--- src/rtl/fetch_pkg.sv ---
// Shared definitions for the instruction fetch bridge.
//   fetch_state_e : controller state encoding (also exported on the debug port)
//   fetch_step()  : byte distance between consecutive instruction words
package fetch_pkg;

  typedef enum logic [1:0] {
    ST_IDLE   = 2'd0,
    ST_REFILL = 2'd1,
    ST_STREAM = 2'd2
  } fetch_state_e;

  localparam int FETCH_DEFAULT_DATA_W = 32;

  // One instruction word occupies DATA_W/8 bytes of address space.
  function automatic int fetch_step(input int data_w);
    return data_w / 8;
  endfunction

  localparam int FETCH_STEP = fetch_step(FETCH_DEFAULT_DATA_W);

endpackage

--- src/rtl/fetch_fifo.sv ---
// Prefetch buffer: DEPTH x DATA_W circular FIFO with synchronous flush.
// Ports:
//   i_clk, i_rst_n      clock, asynchronous active-low reset
//   i_push, i_data      write one word at the tail
//   i_pop               drop the head word (o_data shows it this cycle)
//   i_flush             empty the buffer; wins over push and pop
//   o_data              head word (meaningful only while !o_empty)
//   o_count, o_empty    occupancy
module fetch_fifo #(
  parameter int DEPTH  = 4,
  parameter int DATA_W = 32
) (
  input  logic                       i_clk,
  input  logic                       i_rst_n,
  input  logic                       i_push,
  input  logic [DATA_W-1:0]          i_data,
  input  logic                       i_pop,
  input  logic                       i_flush,
  output logic [DATA_W-1:0]          o_data,
  output logic [$clog2(DEPTH):0]     o_count,
  output logic                       o_empty
);

  localparam int AW = $clog2(DEPTH);
  localparam int CW = AW + 1;

  logic [DATA_W-1:0] r_mem [DEPTH];
  logic [AW-1:0]     r_wr_ptr;
  logic [AW-1:0]     r_rd_ptr;
  logic [CW-1:0]     r_count;

  logic w_full;
  logic w_push;
  logic w_pop;

  assign w_full  = (r_count == CW'(DEPTH));
  assign o_empty = (r_count == '0);
  // Guards make a stray push/pop harmless; the bridge never requests them.
  assign w_push  = i_push & ~w_full & ~i_flush;
  assign w_pop   = i_pop & ~o_empty & ~i_flush;
  assign o_data  = r_mem[r_rd_ptr];
  assign o_count = r_count;

  // Pointers wrap naturally because DEPTH is a power of two.
  always_ff @(posedge i_clk or negedge i_rst_n) begin
    if (!i_rst_n) begin
      r_wr_ptr <= '0;
      r_rd_ptr <= '0;
      r_count  <= '0;
    end else if (i_flush) begin
      r_wr_ptr <= '0;
      r_rd_ptr <= '0;
      r_count  <= '0;
    end else begin
      if (w_push) r_wr_ptr <= r_wr_ptr + AW'(1);
      if (w_pop)  r_rd_ptr <= r_rd_ptr + AW'(1);
      r_count <= r_count + CW'(w_push) - CW'(w_pop);
    end
  end

  // Storage needs no reset: a word is only read after it has been written.
  always_ff @(posedge i_clk) begin
    if (w_push) r_mem[r_wr_ptr] <= i_data;
  end

endmodule

--- src/rtl/inst_fetch_bridge.sv ---
// Instruction fetch bridge: sequential prefetcher between a CPU fetch port
// and a pipelined read-only memory with in-order returns of unbounded latency.
// Ports:
//   clk, rst            clock, asynchronous active-low reset
//   cpu_ce_i/addr_i     CPU fetch request (address held while stalled)
//   cpu_inst_o/valid_o  instruction delivered combinationally on a buffer hit
//   cpu_stall_o         request present but not satisfied this cycle
//   mem_ce_o/addr_o     one read issue per cycle, address held when idle
//   mem_rvalid_i/rdata_i read returns, in issue order
//   dbg_state_o         controller state (fetch_state_e encoding)
//
// Handshake: a request is "accepted" in any cycle where cpu_ce_i=1 and
// cpu_valid_o=1; the CPU must hold cpu_addr_i while cpu_stall_o=1. The memory
// side has no back-pressure: every mem_ce_o=1 cycle is an issued read, and
// every mem_rvalid_i=1 cycle returns exactly one earlier read.
module inst_fetch_bridge
  import fetch_pkg::*;
#(
  parameter int ADDR_W = 32,
  parameter int DATA_W = 32,
  parameter int DEPTH  = 4
) (
  input  logic              clk,
  input  logic              rst,
  input  logic              cpu_ce_i,
  input  logic [ADDR_W-1:0] cpu_addr_i,
  output logic [DATA_W-1:0] cpu_inst_o,
  output logic              cpu_valid_o,
  output logic              cpu_stall_o,
  output logic              mem_ce_o,
  output logic [ADDR_W-1:0] mem_addr_o,
  input  logic              mem_rvalid_i,
  input  logic [DATA_W-1:0] mem_rdata_i,
  output logic [1:0]        dbg_state_o
);

  localparam int STEP = fetch_step(DATA_W);
  localparam int LSB  = $clog2(STEP);
  localparam int CW   = $clog2(DEPTH) + 1;
  localparam logic [CW:0] DEPTH_L = (CW+1)'(DEPTH);

  fetch_state_e r_state;
  fetch_state_e w_next_state;

  logic [ADDR_W-1:0] r_head_addr;   // address of the buffer head word
  logic [ADDR_W-1:0] r_fetch_addr;  // next address to issue
  logic [ADDR_W-1:0] r_last_addr;   // last issued address, shown while idle
  logic [CW-1:0]     r_outstanding; // reads issued but not yet returned
  logic [CW-1:0]     r_discard;     // in-flight reads belonging to a dead stream

  logic              w_ce;
  logic              w_match;
  logic              w_hit;
  logic              w_miss;
  logic              w_credit;
  logic              w_issue;
  logic              w_ret;
  logic              w_drop;
  logic              w_push;
  logic [CW-1:0]     w_out_next;
  logic [CW-1:0]     w_count;
  logic              w_empty;
  logic [DATA_W-1:0] w_head_data;

  // Keeping the request gated by reset forces every output low while rst=0.
  assign w_ce    = cpu_ce_i & rst;
  // Sub-word address bits do not select a different instruction.
  assign w_match = (cpu_addr_i[ADDR_W-1:LSB] == r_head_addr[ADDR_W-1:LSB]);
  assign w_hit   = w_ce & ~w_empty & w_match;
  // A mismatch is a miss even with an empty buffer; an empty buffer with a
  // matching address just waits for the word already in flight.
  assign w_miss  = w_ce & ~w_match;

  // Buffered plus in-flight words (discarded ones included) may never exceed
  // DEPTH, so a returning word always has a free slot.
  assign w_credit = (({1'b0, w_count} + {1'b0, r_outstanding}) < DEPTH_L);
  assign w_issue  = (r_state != ST_IDLE) & ~w_miss & w_credit;

  // Returns with nothing outstanding (stragglers across a reset) are ignored.
  assign w_ret  = mem_rvalid_i & (r_outstanding != '0);
  assign w_drop = w_ret & (r_discard != '0);
  assign w_push = w_ret & (r_discard == '0) & ~w_miss;

  assign w_out_next = r_outstanding + CW'(w_issue) - CW'(w_ret);

  fetch_fifo #(
    .DEPTH  (DEPTH),
    .DATA_W (DATA_W)
  ) u_fifo (
    .i_clk   (clk),
    .i_rst_n (rst),
    .i_push  (w_push),
    .i_data  (mem_rdata_i),
    .i_pop   (w_hit),
    .i_flush (w_miss),
    .o_data  (w_head_data),
    .o_count (w_count),
    .o_empty (w_empty)
  );

  assign cpu_valid_o = w_hit;
  assign cpu_inst_o  = w_hit ? w_head_data : '0;
  assign cpu_stall_o = w_ce & ~w_hit;
  assign mem_ce_o    = w_issue;
  assign mem_addr_o  = w_issue ? r_fetch_addr : r_last_addr;
  assign dbg_state_o = r_state;

  always_ff @(posedge clk or negedge rst) begin
    if (!rst) r_state <= ST_IDLE;
    else      r_state <= w_next_state;
  end

  always_comb begin
    w_next_state = r_state;
    if (!w_ce) begin
      w_next_state = ST_IDLE;
    end else if (w_miss) begin
      w_next_state = ST_REFILL;
    end else begin
      unique case (r_state)
        // Resuming at the retained head: stream if words are already here,
        // otherwise restart issuing from fetch_addr.
        ST_IDLE:   w_next_state = (!w_empty || w_push) ? ST_STREAM : ST_REFILL;
        ST_REFILL: if (w_push) w_next_state = ST_STREAM;
        ST_STREAM: w_next_state = ST_STREAM;
        default:   w_next_state = ST_IDLE;
      endcase
    end
  end

  always_ff @(posedge clk or negedge rst) begin
    if (!rst) begin
      r_head_addr   <= '0;
      r_fetch_addr  <= '0;
      r_last_addr   <= '0;
      r_outstanding <= '0;
      r_discard     <= '0;
    end else begin
      r_outstanding <= w_out_next;
      if (w_miss) begin
        r_head_addr  <= cpu_addr_i;
        r_fetch_addr <= cpu_addr_i;
        // Everything still in flight after this edge belongs to the old stream.
        r_discard    <= w_out_next;
      end else begin
        if (w_hit)   r_head_addr  <= r_head_addr + ADDR_W'(STEP);
        if (w_issue) r_fetch_addr <= r_fetch_addr + ADDR_W'(STEP);
        if (w_drop)  r_discard    <= r_discard - CW'(1);
      end
      if (w_issue) r_last_addr <= r_fetch_addr;
    end
  end

endmodule

--- config.mk ---
export PLATFORM = sky130hd
export DESIGN_NAME = inst_fetch_bridge
export DESIGN_NICKNAME = d
export VERILOG_FILES = /design/src/rtl/fetch_pkg.sv /design/src/rtl/fetch_fifo.sv /design/src/rtl/inst_fetch_bridge.sv
export SDC_FILE = /design/constraint.sdc
export NUM_CORES = 1
export LEC_CHECK = 0
export CAP_MARGIN = 5
export CELL_PAD_IN_SITES_DETAIL_PLACEMENT = 2
export CELL_PAD_IN_SITES_GLOBAL_PLACEMENT = 2
export CORE_UTILIZATION = 40
export CTS_BUF_LIST = sky130_fd_sc_hd__clkbuf_8
export DETAILED_ROUTE_END_ITERATION = 10
export GPL_TIMING_DRIVEN = 0
export PLACE_DENSITY_LB_ADDON = 0.3
export SYNTH_ARGS = -nofsm -noshare
export SYNTH_HDL_FRONTEND = slang
export SYNTH_HIERARCHICAL = 1
export SYNTH_SLANG_ARGS = --single-unit
--- constraint.sdc ---
create_clock -name clk -period 8.05 [get_ports clk]
set_input_delay 2.415 -clock clk [delete_from_list [all_inputs] [get_ports clk]]
set_output_delay 2.415 -clock clk [all_outputs]
set_load 0.01 [all_outputs]
# Word-level counts from Yosys, hierarchy flattened
# Memories as Yosys holds them, arrays and structs flattened.
# Cells that the tools add are included.
[totals]
output_inout_bits = 69
input_bits = 68
regBits = 111
mem_count = 1
wordCells = 79
ramBits = 128
[memory_table]
columns = ["name", "depth", "width", "read_ports", "rd_ports_with_merged_regs", "write_ports", "line_no", "rtl"]
rows = [
  ["u_fifo.r_mem", 4, 32, 1, 0, 1, "fetch_fifo.sv:27", "logic [DATA_W-1:0] r_mem [DEPTH];"],
]
[classes]
n_reduce_logical = 13
order_cmp = 1
bitwise_logic = 20
muxes = 20
addsub = 10
eq_ne = 5
[op_table]
columns = ["op", "count"]
rows = [
  ["2-to-1 mux 32 bit", 6],
  ["adder 32 x 3 -> 32 bit (second input constant)", 2],
  ["equality test 30 bit", 1],
  ["2-to-1 mux 2 bit", 8],
  ["bitwise AND 1 bit", 15],
  ["nonzero test 2 bit", 6],
  ["2-to-1 mux 3 bit", 3],
  ["adder 3 x 1 -> 3 bit", 2],
  ["logical NOT 3 bit", 2],
  ["one-hot mux 2 bit (3 select lines)", 1],
  ["nonzero test 3 bit", 2],
  ["subtractor 3 x 1 -> 3 bit", 2],
  ["inverter 1 bit", 5],
  ["adder 2 x 1 -> 2 bit (second input constant)", 2],
  ["adder 3 x 3 -> 4 bit", 1],
  ["less-than comparator 4 x 3 -> 1 bit (second input constant)", 1],
  ["!= test 4 x 2 -> 1 bit (second input constant)", 1],
  ["equality test 3 bit (second input constant)", 1],
  ["subtractor 3 x 1 -> 3 bit (second input constant)", 1],
  ["equality test 2 x 1 -> 1 bit (second input constant)", 1],
  ["equality test 2 bit (second input constant)", 1],
  ["logical NOT 2 bit", 1],
  ["2-to-1 mux 1 bit", 2],
  ["logical NOT 1 bit", 1],
  ["logical OR 1 bit", 1],
]

# Longest topological paths before layout
[depth]
depth_word = 10
ltp_mapped = 17
depth_no_buf = 15

# Hierarchy
# The synthesis kept the hierarchy.
[by_module_without_submodules]
columns = ["mod", "cells_each", "n_inst", "seq_area_each_um2", "area_per_inst_um2"]
rows = [
  ["inst_fetch_bridge", 630, 1, 2552.4, 6048.3],
  ["fetch_fifo", 215, 1, 4018.9, 5132.4],
]

# Worst setup path after synthesis
# OpenSTA, ideal clock, no wires.
[synth_timing]
path_type = "input-to-output"
from = "input port cpu_addr_i[6]"
to = "output port mem_addr_o[22]"
setup_slack_ns = 1.363
cell_stages = 8
required_time_ns = 5.635
arrival_ns = 4.272
path_buffers = 1
path_cell_list = "xnor2_1 > nand4_1 > or4_4 > o21ai_4 > inv_4 > nor2_8 > buf_6 > mux2_1"
[synth_between]
elab_chain_len = 7
[synth_rtl]
columns = ["element", "line_no", "rtl"]
rows = [
  ["start: declaration", "inst_fetch_bridge.sv:26", "input logic [ADDR_W-1:0] cpu_addr_i,"],
  ["equality test 30 bit", "inst_fetch_bridge.sv:68", "assign w_match = (cpu_addr_i[ADDR_W-1:LSB] == r_head_addr[ADDR_W-1:LSB]);"],
  ["inverter 1 bit", "inst_fetch_bridge.sv:72", "assign w_miss = w_ce & ~w_match;"],
  ["bitwise AND 1 bit", "inst_fetch_bridge.sv:72", ""],
  ["inverter 1 bit", "inst_fetch_bridge.sv:77", "assign w_issue = (r_state != ST_IDLE) & ~w_miss & w_credit;"],
  ["bitwise AND 1 bit (2 in a row)", "inst_fetch_bridge.sv:77", ""],
  ["via mem_ce_o", "inst_fetch_bridge.sv:30", "output logic mem_ce_o,"],
  ["2-to-1 mux 32 bit", "--", ""],
  ["end: declaration", "inst_fetch_bridge.sv:31", "output logic [ADDR_W-1:0] mem_addr_o,"],
]
# The timed path passes the listed nets, and every way through them passes these cells.

# Final worst setup path
[layout_timing]
from = "input port cpu_ce_i"
to = "output port cpu_inst_o[2]"
[layout_between]
elab_chain_len = 4
[layout_rtl]
columns = ["element", "line_no", "rtl"]
rows = [
  ["start: declaration", "inst_fetch_bridge.sv:25", "input logic cpu_ce_i,"],
  ["bitwise AND 1 bit", "inst_fetch_bridge.sv:66", "assign w_ce = cpu_ce_i & rst;"],
  ["bitwise AND 1 bit (2 in a row)", "inst_fetch_bridge.sv:69", "assign w_hit = w_ce & ~w_empty & w_match;"],
  ["2-to-1 mux 32 bit", "inst_fetch_bridge.sv:102", "assign cpu_inst_o = w_hit ? w_head_data : '0;"],
  ["end: declaration", "inst_fetch_bridge.sv:27", "output logic [DATA_W-1:0] cpu_inst_o,"],
]
# Every way passes these cells.

==> impl_metrics.toml <==
[status]
status = "finished, final reports clean"

[sta]
period_minus_slack_ns = 7.99
hold_viol = 0
relSlewSlack = 0.148
fmax_mhz = 125
worst_pin_slew_ns = 1.26
slew_violations = 0
setup_tns_ns = 0
period_share = 0.992
hold_ws_ns = 0.482
finClkSkew_ns = 0.0571
setup-violations-final = 0

[setup_path]
crit_top_cell = "clkdlybuf4s50_1"
crit_fanout = 10
reg2regPathDepth = 16
max_stage_delay_ns = 0.64
crit_chain = "clkdlybuf4s50_1, and3b_1, nand3_1, nor4_4, buf_4, clkbuf_1, and3_1, clkdlybuf4s50_1"
arrival_ns = 5.57
critPathKind = "in2out"
worst-path-stages = 8
path_delay_family = "buffers and inverters"
crit_buf_inv = 4
critPathSlowestCell = "clkdlybuf4s50_1"
start_kind = "input port"
crit_required_ns = 5.64
cp-end-kind = "output port"

[grt]
grt_usage = 0.261
grt_pass1_vias = 9026
antenna_found_initial = 1
grt_pass1_wl_um = 55700
grt-ovfl-total = 0
grt_start_max_net_pins = 61

[drt]
ant_nets = 0
dr.pass1.iters = 4
routed_wl_um = 36200
via_count = 8059
drc = 0
first_iter_violations = 406
routedWlPerCell_um = 25.0
via_per_inst = 5.57

[yosys]
synth_edf_count = 128
ys_dominant_reg_cell = "edfxtp_1"
synth_xor_area_frac = 0.0533
synth_simple_gate_area_frac = 0.146
ys_seq_elements = 237
yosysTopAreaCell = "edfxtp_1"
post_synth_fa_ha_maj_area_fraction = 0.0226
yosys.cell_types.count = 57
synthesis.area_mm2 = 0.0112
synth_top_family_by_area = "simple AND/OR/NAND/NOR gates"
seq_area_frac_synth = 0.588
syn_avg_cell_area_um2 = 13.2
synth_compound_area_frac = 0.0570
ys_warn_count = 6
synth-async-reset-ratio = 0.460
synth_mux_area_frac = 0.103
synth_nets = 932
synthTopCellsByArea = "edfxtp_1, dfrtp_1, mux4_2"
synth.top_cell.area_share = 0.344
synthCells = 845

[floorplan]
start_util = 0.411
row_count = 60
core_area_mm2 = 0.0272
die_w_um = 169
dieArea_mm2 = 0.0286
ios = 137
floorplan.die.height_um = 169

[clock_network]
tritoncts = "done"
clock_latency_ns = 0.60
cts_buffer_depth = 3
h-tree-depth = 2
clock-sinks = 237
cts_hold_buffers = 0
cts_made_buffers = 44
clk_pin_slew_ns = 0.06
root_buffer = "clkbuf_8"

[cells_and_area]
antennaDiodeCount = 0
layout-drive-gt1-share = 0.147
syn_to_final_growth_pct = 25.6
fillCellCount = 2645
nNetsFinal = 1127

[placement]
port_buffers = 136
gp_congestion = 0.815
dp_hpwl_um = 24300

[pwr]
leakage_nw = 5.50
vdd.ir_drop.worst_v = 0.000137
p_per_area_mw_per_mm2 = 249

[run]
cap_violations = 0

[min_path]
min_path_cells = 1
min_path_type = "reg2reg"
[metrics by stage]
stage / instance area (um2) / setup WS (ns) / std cells / util / power [mW]
2_1_floorplan: 11200 / 1.36 / 845 / - / 1.98
3_3_place_gp: 13000 / -4.73 / 1353 / 0.479 / 2.34
3_5_place_dp: 13000 / -0.663 / 1354 / 0.480 / 2.39
4_1_cts: 14000 / 0.000384 / 1440 / 0.514 / 3.53
5_1_grt: 14000 / -0.0123 / 1446 / 0.517 / 3.67
6_report: 14000 / 0.0607 / 1446 / 0.517 / 3.49
[layout by cell type, fill, tap and decap left out, types with 4 or more instances in the layout]
cell type,instances
a211o_1,13
a21o_1,13
a21oi_1,23
a221o_1,7
and2_1,16
and2_2,4
and3_1,39
and4_1,4
buf_2,15
buf_4,12
buf_6,5
clkbuf_1,18
clkbuf_8,45
clkdlybuf4s50_1,128
clkinv_1,10
dfrtp_1,109
dlymetal6s2s_1,6
edfxtp_1,128
ha_1,17
inv_1,39
mux2_1,29
mux2_2,5
mux4_1,4
mux4_2,28
nand2_1,75
nand2b_1,10
nand3_1,33
nand4_1,26
nor2_1,25
nor3_1,12
nor4_1,8
o21ai_0,24
o311ai_0,4
or2_2,11
or3_1,7
or4_1,5
xnor2_1,41
xnor2_2,8
xor2_1,19
[layer usage]
layer,share of wire,track usage,wire length [um],vias up
li1,-,-,-,3552
met1,0.42,0.326,15100,4178
met2,0.50,0.447,18300,249
met3,0.051,0.0497,1840,80
met4,0.029,0.100,1050,0
met5,0,0,0,-
[flip-flops by register name, summed over array words and instances (netlist names)]
| name | count |
|---|---|
| u_fifo/r_mem | 128 |
| r_fetch_addr | 32 |
| r_last_addr | 32 |
| r_head_addr | 30 |
| r_discard | 3 |
| r_outstanding | 3 |
| u_fifo/o_count | 3 |
| dbg_state_o | 2 |
| u_fifo/r_rd_ptr | 2 |
| u_fifo/r_wr_ptr | 2 |
[path summary, 6_finish.rpt]
check                                            start                           end  slack [ns]
min                          r_last_addr[18]$_DFF_PN0_     r_last_addr[18]$_DFF_PN0_        0.48
min reg2reg                  r_last_addr[18]$_DFF_PN0_     r_last_addr[18]$_DFF_PN0_        0.48
min in group asynchronous                          rst   u_fifo/o_count[1]$_DFF_PN0_        1.79
max                                           cpu_ce_i                 cpu_inst_o[2]        0.06
max in group asynchronous                          rst  r_fetch_addr[15]$_DFFE_PN0P_        5.56
max reg2reg                u_fifo/o_count[1]$_DFF_PN0_   u_fifo/o_count[2]$_DFF_PN0_        3.25
[what timing repair did]
item	CTS	global route
endpoints found under the setup margin	61	31
resized for setup	8	13
buffers inserted	6	6
pin swaps	7	9
[cells by family (layout without fill, tap and decap cells)]
group           after synthesis  in the layout
flops                       237            237
compound gates               94             94
simple gates                294            294
mux                          69             69
xor+xnor                     68             68
buf+inv                      64            293
fa+ha+maj                    19             19
[area by class of cell]
type	instances	area (um2)	share of cell area
inverters	22	85.1	0.00606
clock inverters	35	198	0.0141
clock buffers	45	619	0.0441
plain buffers	42	268	0.0191
flip-flops and latches	237	6570	0.468
well taps	372	465	0.0331
repair buffers	149	1490	0.106
multi-input cells	544	4340	0.309
[Yosys cell counts (3+ instances only)]
master,instances
a211o_1,13
a21o_1,13
a21oi_1,23
a221o_1,7
and2_1,20
and3_1,39
and4_1,4
buf_12,3
buf_2,15
buf_6,5
clkbuf_1,19
dfrtp_1,109
edfxtp_1,128
ha_1,17
inv_1,21
mux2_1,29
mux2_2,5
mux2i_1,3
mux4_1,4
mux4_2,28
nand2_1,75
nand2b_1,10
nand3_1,33
nand4_1,26
nor2_1,25
nor2b_1,3
nor3_1,12
nor4_1,8
o211ai_1,3
o21ai_0,24
o311ai_0,4
or2_2,11
or3_1,7
or4_1,5
xnor2_1,49
xor2_1,19
[power breakdown]
group / internal [mW] / total (mW) / switching, mW
Sequential: 1.45 / 1.57 / 0.120
Combinational: 0.406 / 0.813 / 0.407
Clock: 0.560 / 1.11 / 0.545
No activity file was read; power rests on OpenSTA's default activity.
